$ cat config.mk
export PLATFORM = sky130hd
export DESIGN_NAME = alu_issue_ctrl
export DESIGN_NICKNAME = d
export VERILOG_FILES = /design/src/rtl/alu_pkg.sv /design/src/rtl/shift_iter.sv /design/src/rtl/alu_issue_ctrl.sv
export SDC_FILE = /design/constraint.sdc
export NUM_CORES = 1
export LEC_CHECK = 0
export BUFFER_PORTS_ARGS = -buffer_cell sky130_fd_sc_hd__buf_2
export CAP_MARGIN = 20
export CORE_ASPECT_RATIO = 2
export CORE_MARGIN = 5
export CORE_UTILIZATION = 35
export CTS_CLUSTER_SIZE = 10
export DETAILED_ROUTE_END_ITERATION = 10
export GPL_TIMING_DRIVEN = 0
export PLACE_DENSITY = 0.51
export REMOVE_ABC_BUFFERS = 1
export SYNTH_ARGS = -nofsm -noshare
export SYNTH_HDL_FRONTEND = slang
export SYNTH_HIERARCHICAL = 1
export SYNTH_SLANG_ARGS = --single-unit
export TNS_END_PERCENT = 50
$ cat constraint.sdc
create_clock -name clk -period 3.11 [get_ports clk]
set_clock_uncertainty 0.2 [all_clocks]
set_input_delay 0.311 -clock clk [delete_from_list [all_inputs] [get_ports clk]]
set_output_delay 0.311 -clock clk [all_outputs]
set_load 0.02 [all_outputs]
$ cat src/rtl/alu_pkg.sv
// Shared definitions for the ALU issue controller: op bit positions, NOP and FSM encoding.
// Helper flags any alu_ctrl carrying more than one op bit.
package alu_pkg;

    localparam int ALU_W = 10;

    localparam int OP_ADD   = 0;
    localparam int OP_SUB   = 1;
    localparam int OP_AND   = 2;
    localparam int OP_OR    = 3;
    localparam int OP_XOR   = 4;
    localparam int OP_SLL   = 5;
    localparam int OP_SRL   = 6;
    localparam int OP_SRA   = 7;
    localparam int OP_PASSB = 8;
    localparam int OP_SLT   = 9;

    localparam logic [ALU_W-1:0] NOP = '0;

    typedef enum logic [1:0] {
        ST_IDLE  = 2'd0,
        ST_SHIFT = 2'd1,
        ST_WB    = 2'd2
    } state_t;

    function automatic logic multi_hot(input logic [ALU_W-1:0] op);
        return (op & (op - ALU_W'(1))) != '0;
    endfunction

endpackage

$ cat src/rtl/shift_iter.sv
// Iterative shifter: one bit per step, 5-bit remaining count loaded with the operand.
// done marks the step that takes the count to zero.
module shift_iter (
    input  logic        clk,
    input  logic        rst_n,
    input  logic        load,
    input  logic [31:0] load_val,
    input  logic [4:0]  load_cnt,
    input  logic        step,
    input  logic        dir,
    input  logic        arith,
    output logic [31:0] value,
    output logic        done
);

    logic [31:0] val_q, val_d;
    logic [4:0]  cnt_q, cnt_d;

    always_comb begin
        val_d = val_q;
        cnt_d = cnt_q;
        if (load) begin
            val_d = load_val;
            cnt_d = load_cnt;
        end else if (step && cnt_q != 5'd0) begin
            // dir=1 shifts right; arith fills with the sign bit
            val_d = dir ? {arith & val_q[31], val_q[31:1]} : {val_q[30:0], 1'b0};
            cnt_d = cnt_q - 5'd1;
        end
    end

    always_ff @(posedge clk or negedge rst_n) begin
        if (!rst_n) begin
            val_q <= '0;
            cnt_q <= '0;
        end else begin
            val_q <= val_d;
            cnt_q <= cnt_d;
        end
    end

    assign value = val_q;
    assign done  = (cnt_q == 5'd1);

endmodule

$ cat src/rtl/alu_issue_ctrl.sv
// Single-issue ALU controller: accepts one decoded bundle in IDLE, shifts iteratively,
// then presents a one-cycle writeback; dec_en is low while busy (one op per 2+ cycles).
module alu_issue_ctrl
    import alu_pkg::*;
(
    input  logic             clk,
    input  logic             rst_n,
    input  logic             dec_valid,
    input  logic [ALU_W-1:0] alu_ctrl,
    input  logic [31:0]      imm,
    input  logic             imm_en,
    input  logic [5:0]       sel_a,
    input  logic [4:0]       sel_b,
    input  logic [5:0]       sel_out,
    output logic [5:0]       rf_sel_a,
    output logic [4:0]       rf_sel_b,
    input  logic [31:0]      rf_data_a,
    input  logic [31:0]      rf_data_b,
    output logic             dec_en,
    output logic             wb_en,
    output logic [5:0]       wb_sel,
    output logic [31:0]      wb_data,
    output logic             op_err
);

    state_t           state_q, state_d;
    logic [31:0]      a_q, b_q;
    logic [5:0]       sel_q;
    logic [ALU_W-1:0] ctrl_q;
    logic             op_err_q;

    logic [31:0] op_b, sh_val, alu_res;
    logic        accept, bad_op, is_shift, sh_done, in_wb;

    assign rf_sel_a = sel_a;
    assign rf_sel_b = sel_b;

    assign op_b     = imm_en ? imm : rf_data_b;
    assign bad_op   = multi_hot(alu_ctrl);
    assign is_shift = !bad_op && (alu_ctrl[OP_SLL] || alu_ctrl[OP_SRL] || alu_ctrl[OP_SRA]);
    assign dec_en   = (state_q == ST_IDLE);
    assign accept   = dec_en && dec_valid;

    always_comb begin
        state_d = state_q;
        case (state_q)
            ST_IDLE:  if (accept) state_d = (is_shift && op_b[4:0] != 5'd0) ? ST_SHIFT : ST_WB;
            ST_SHIFT: if (sh_done) state_d = ST_WB;
            ST_WB:    state_d = ST_IDLE;
            default:  state_d = ST_IDLE;
        endcase
    end

    // Illegal multi-hot ops are captured as NOP so they flow through WB silently
    always_ff @(posedge clk or negedge rst_n) begin
        if (!rst_n) begin
            state_q  <= ST_IDLE;
            a_q      <= '0;
            b_q      <= '0;
            sel_q    <= '0;
            ctrl_q   <= NOP;
            op_err_q <= 1'b0;
        end else begin
            state_q <= state_d;
            if (accept) begin
                a_q      <= rf_data_a;
                b_q      <= op_b;
                sel_q    <= sel_out;
                ctrl_q   <= bad_op ? NOP : alu_ctrl;
                op_err_q <= op_err_q | bad_op;
            end
        end
    end

    // Shifter is loaded on every accept, so a zero shamt shift yields operand A unchanged
    shift_iter u_shift (
        .clk      (clk),
        .rst_n    (rst_n),
        .load     (accept),
        .load_val (rf_data_a),
        .load_cnt (op_b[4:0]),
        .step     (state_q == ST_SHIFT),
        .dir      (ctrl_q[OP_SRL] | ctrl_q[OP_SRA]),
        .arith    (ctrl_q[OP_SRA]),
        .value    (sh_val),
        .done     (sh_done)
    );

    always_comb begin
        alu_res = '0;
        if      (ctrl_q[OP_ADD])   alu_res = a_q + b_q;
        else if (ctrl_q[OP_SUB])   alu_res = a_q - b_q;
        else if (ctrl_q[OP_AND])   alu_res = a_q & b_q;
        else if (ctrl_q[OP_OR])    alu_res = a_q | b_q;
        else if (ctrl_q[OP_XOR])   alu_res = a_q ^ b_q;
        else if (ctrl_q[OP_SLL] || ctrl_q[OP_SRL] || ctrl_q[OP_SRA]) alu_res = sh_val;
        else if (ctrl_q[OP_PASSB]) alu_res = b_q;
        else if (ctrl_q[OP_SLT])   alu_res = {31'd0, $signed(a_q) < $signed(b_q)};
    end

    assign in_wb   = (state_q == ST_WB);
    assign wb_en   = in_wb && (ctrl_q != NOP) && (sel_q != 6'd0);
    assign wb_sel  = in_wb ? sel_q : 6'd0;
    assign wb_data = in_wb ? alu_res : 32'd0;
    assign op_err  = op_err_q;

endmodule

==> results.toml <==
[synthesis]
synth_area_um2 = 11900
syn_inst = 1521
synth_common_cells = "204 x nand2_1, 150 x a21oi_1, 149 x o21ai_0"
yosysUniqueCellTypes = 80
synth.top_cell.area_share = 0.252
synth-seq-cells = 120
async_reset_ff_frac = 1.00
synth.area.top_cells = "dfrtp_1 25%, ha_1 10%, mux2i_1 6.6%, nand2_1 6.4%, a21oi_1 6.3%"
post-synth-top-count-cell = "nand2_1"
yosysWarnings = 6
ys_seq_area_frac = 0.252
post_synth.cell_area_avg_um2 = 7.83
synthFlopType = "dfrtp_1"
synth_edf_count = 0
yosysTopAreaCell = "dfrtp_1"

[sta]
fin_crit_ns = 4.21
tightest_slew_ns = 0.922
setup_violations = 30
drv_slew = 0
hold_violations = 0
slew-limit-headroom = 0.384
worst_slack_ns = -1.10
post-route-period-util = 1.35
max_freq_mhz = 238
fin_tns_setup_ns = -21.12
rsz0062_at_grt = "true"
hold-worst-slack_ns = 0.0118

[layout]
area_growth_pct = 41.0
nNetsFinal = 2032
drive_gt1_frac = 0.311
diodes = 0

[placement]
io_buffers = 156
gp_congestion = 0.876
dp_hpwl_um = 31600

[global_route]
grt_max_degree = 89
overflow = 0
grt_usage = 0.240
first_global_vias = 12900
grt_pass1_wl_um = 71900
antenna_found_initial = 0

[cts]
cts_tree = "yes"
clk_pin_slew_ns = 0.07
clk_latency_ns = 0.46
clockBufferDepth = 2
cts_buffers = 17
cts_sinks = 120
root_buffer = "clkbuf_16"
cts-htree-levels = 4

[die]
die_w_um = 140
fp.dieArea_um2 = 38100
io_pins = 179
die_y_um = 271
rows = 95
core-area_um2 = 33600
start_util = 0.354

[worst_hold_path]
hold_class = "input port to flip-flop"
min_to = "ctrl_q[1]"
hold_start = "alu_ctrl[1]"
holdPathStages = 3

[critical_path]
rr_worst_depth = 6
cp-start-kind = "flip-flop"
cp_max_fo = 4
crit_path_end_kind = "output port"
path_cells = "ha_4 > fa_2 > a211oi_4 > o211ai_1 > and3_1 > a31o_2 > a31oi_4 > o21ai_4 > a31oi_2 > xnor2_1 > a211oi_2 > buf_4"
critPathRequiredTime_ns = 2.60
ff2ff_setup_slack_ns = 0.20
crit_type = "flip-flop to output port"
crit_slowest_cell = "dfrtp_2"
arrival_ns = 3.70
r2r-start = "state_q[1]"
slowest_delay_ns = 0.46
r2r_end = "u_shift/value[7]"

[detailed_routing]
ant_nets = 0
wl_per_cell_um = 21.3
num_vias = 12500
routed_via_density = 5.57
drt-pass1-iter-count = 5
drt-total-wl_um = 48000
drt_iter0_drc = 676
drcViolationCount = 0

[outcome]
violations = "negative setup slack"
status = "finished, violations left"

[power]
cellPowerDensity_nw_per_um2 = 496
ir_drop_mv = 0.409
p_leak_nw = 7.30

[run]
drv_cap = 0
[cell type report]
class / instances / area (µm²)
timing repair inverter: 1 / 7.51
timing repair buffer: 384 / 3140
fill: 3265 / 16800
clock buffer: 17 / 425
clock inverter: 15 / 160
sequential: 120 / 3020
tap: 436 / 546
inverter: 109 / 454
multi-input combinational: 1172 / 9040
[worst max-delay path by stage]
stage | end | slack [ns] | cells past startpoint | from
6_report | wb_data[28] | -1.10 | 12 | b_q[0]
3_3_place_gp | u_shift/cnt_q[0] | -4.73 | 6 | state_q[1]
5_1_grt | wb_data[31] | -1.26 | 12 | b_q[15]
3_5_place_dp | wb_data[31] | -1.46 | 12 | b_q[12]
4_1_cts | wb_data[28] | -1.07 | 12 | b_q[0]
2_1_floorplan | u_shift/value[13] | -2.16 | 5 | state_q[1]
[worst max-delay path: cells and delay by family, from the launching register on]
| family | cells | cell delay [ns] |
|---|---|---|
| AOI/OAI and AO/OA | 7 | 1.66 |
| xor gates and xnor gates | 1 | 0.10 |
| adders and majority gates | 2 | 0.58 |
| buffers and inverters | 1 | 0.21 |
| DFF | 1 | 0.46 |
| and+or+nand+nor | 1 | 0.23 |
[sequential cells by signal, summed over array words and instances, names as in the netlist]
name and count:
a_q 32, u_shift/cnt_q 5, state_q 2, u_shift/value 32, ctrl_q 10, op_err 1, b_q 32, sel_q 6
[cells by family (layout without fill, tap and decap cells)]
group                      after synthesis  after routing  synth area share
adders and majority gates              102            102             0.108
and+or+nand+nor                        431            433             0.167
xor gates and xnor gates                19             19            0.0140
buffers and inverters                  232            526            0.0803
AOI/OAI and AO/OA                      490            491             0.257
DFF                                    120            120             0.252
muxes                                  127            127             0.121
[through the flow]
| step | cells | util | worst slack (ns) | area, µm² | total power [W] |
|---|---|---|---|---|---|
| after floorplan | 1398 | - | -2.16 | 11400 | 0.00416 |
| after global placement | 1990 | 0.377 | -4.73 | 12700 | 0.00502 |
| after detailed placement | 2004 | 0.386 | -1.46 | 13000 | 0.00507 |
| after CTS | 2223 | 0.483 | -1.07 | 16300 | 0.00804 |
| after global routing | 2254 | 0.499 | -1.26 | 16800 | 0.00880 |
| final | 2254 | 0.499 | -1.10 | 16800 | 0.00833 |
[timing repair]
item,in CTS,in global routing
cloned,2,2
resized for setup,242,73
hold buffers,102,0
pin swaps,90,55
setup buffers,83,31
hold endpoints to repair,134,0
endpoints found under the setup margin,63,65
[layer usage]
| layer | track usage | wire length (µm) | vias up |
|---|---|---|---|
| met5 | 0 | 0 | - |
| met4 | 0.101 | 2090 | 0 |
| met3 | 0.0412 | 1850 | 122 |
| met2 | 0.470 | 27100 | 345 |
| met1 | 0.244 | 17000 | 6119 |
| li1 | - | - | 5958 |
[cell usage in the layout, fill, tap and decap left out, types with 30 or more instances in the layout]
master,synthesis,routed
nand2_1,204,198
o21ai_0,149,136
buf_2,12,125
a21oi_1,150,123
buf_4,13,113
dfrtp_1,120,107
dlygate4sd3_1,0,102
inv_1,105,81
mux2i_1,78,78
ha_1,98,71
nor2_1,63,56
nand3_1,50,50
mux2_4,30,31
buf_6,3,30
[report_power, final]
group | switching, W | internal (W)
sequential | 0.000346 | 0.00184
combinational | 0.00220 | 0.00191
clock | 0.000908 | 0.00113
total | 0.00345 | 0.00488
No activity file was read; power rests on OpenSTA's default activity.
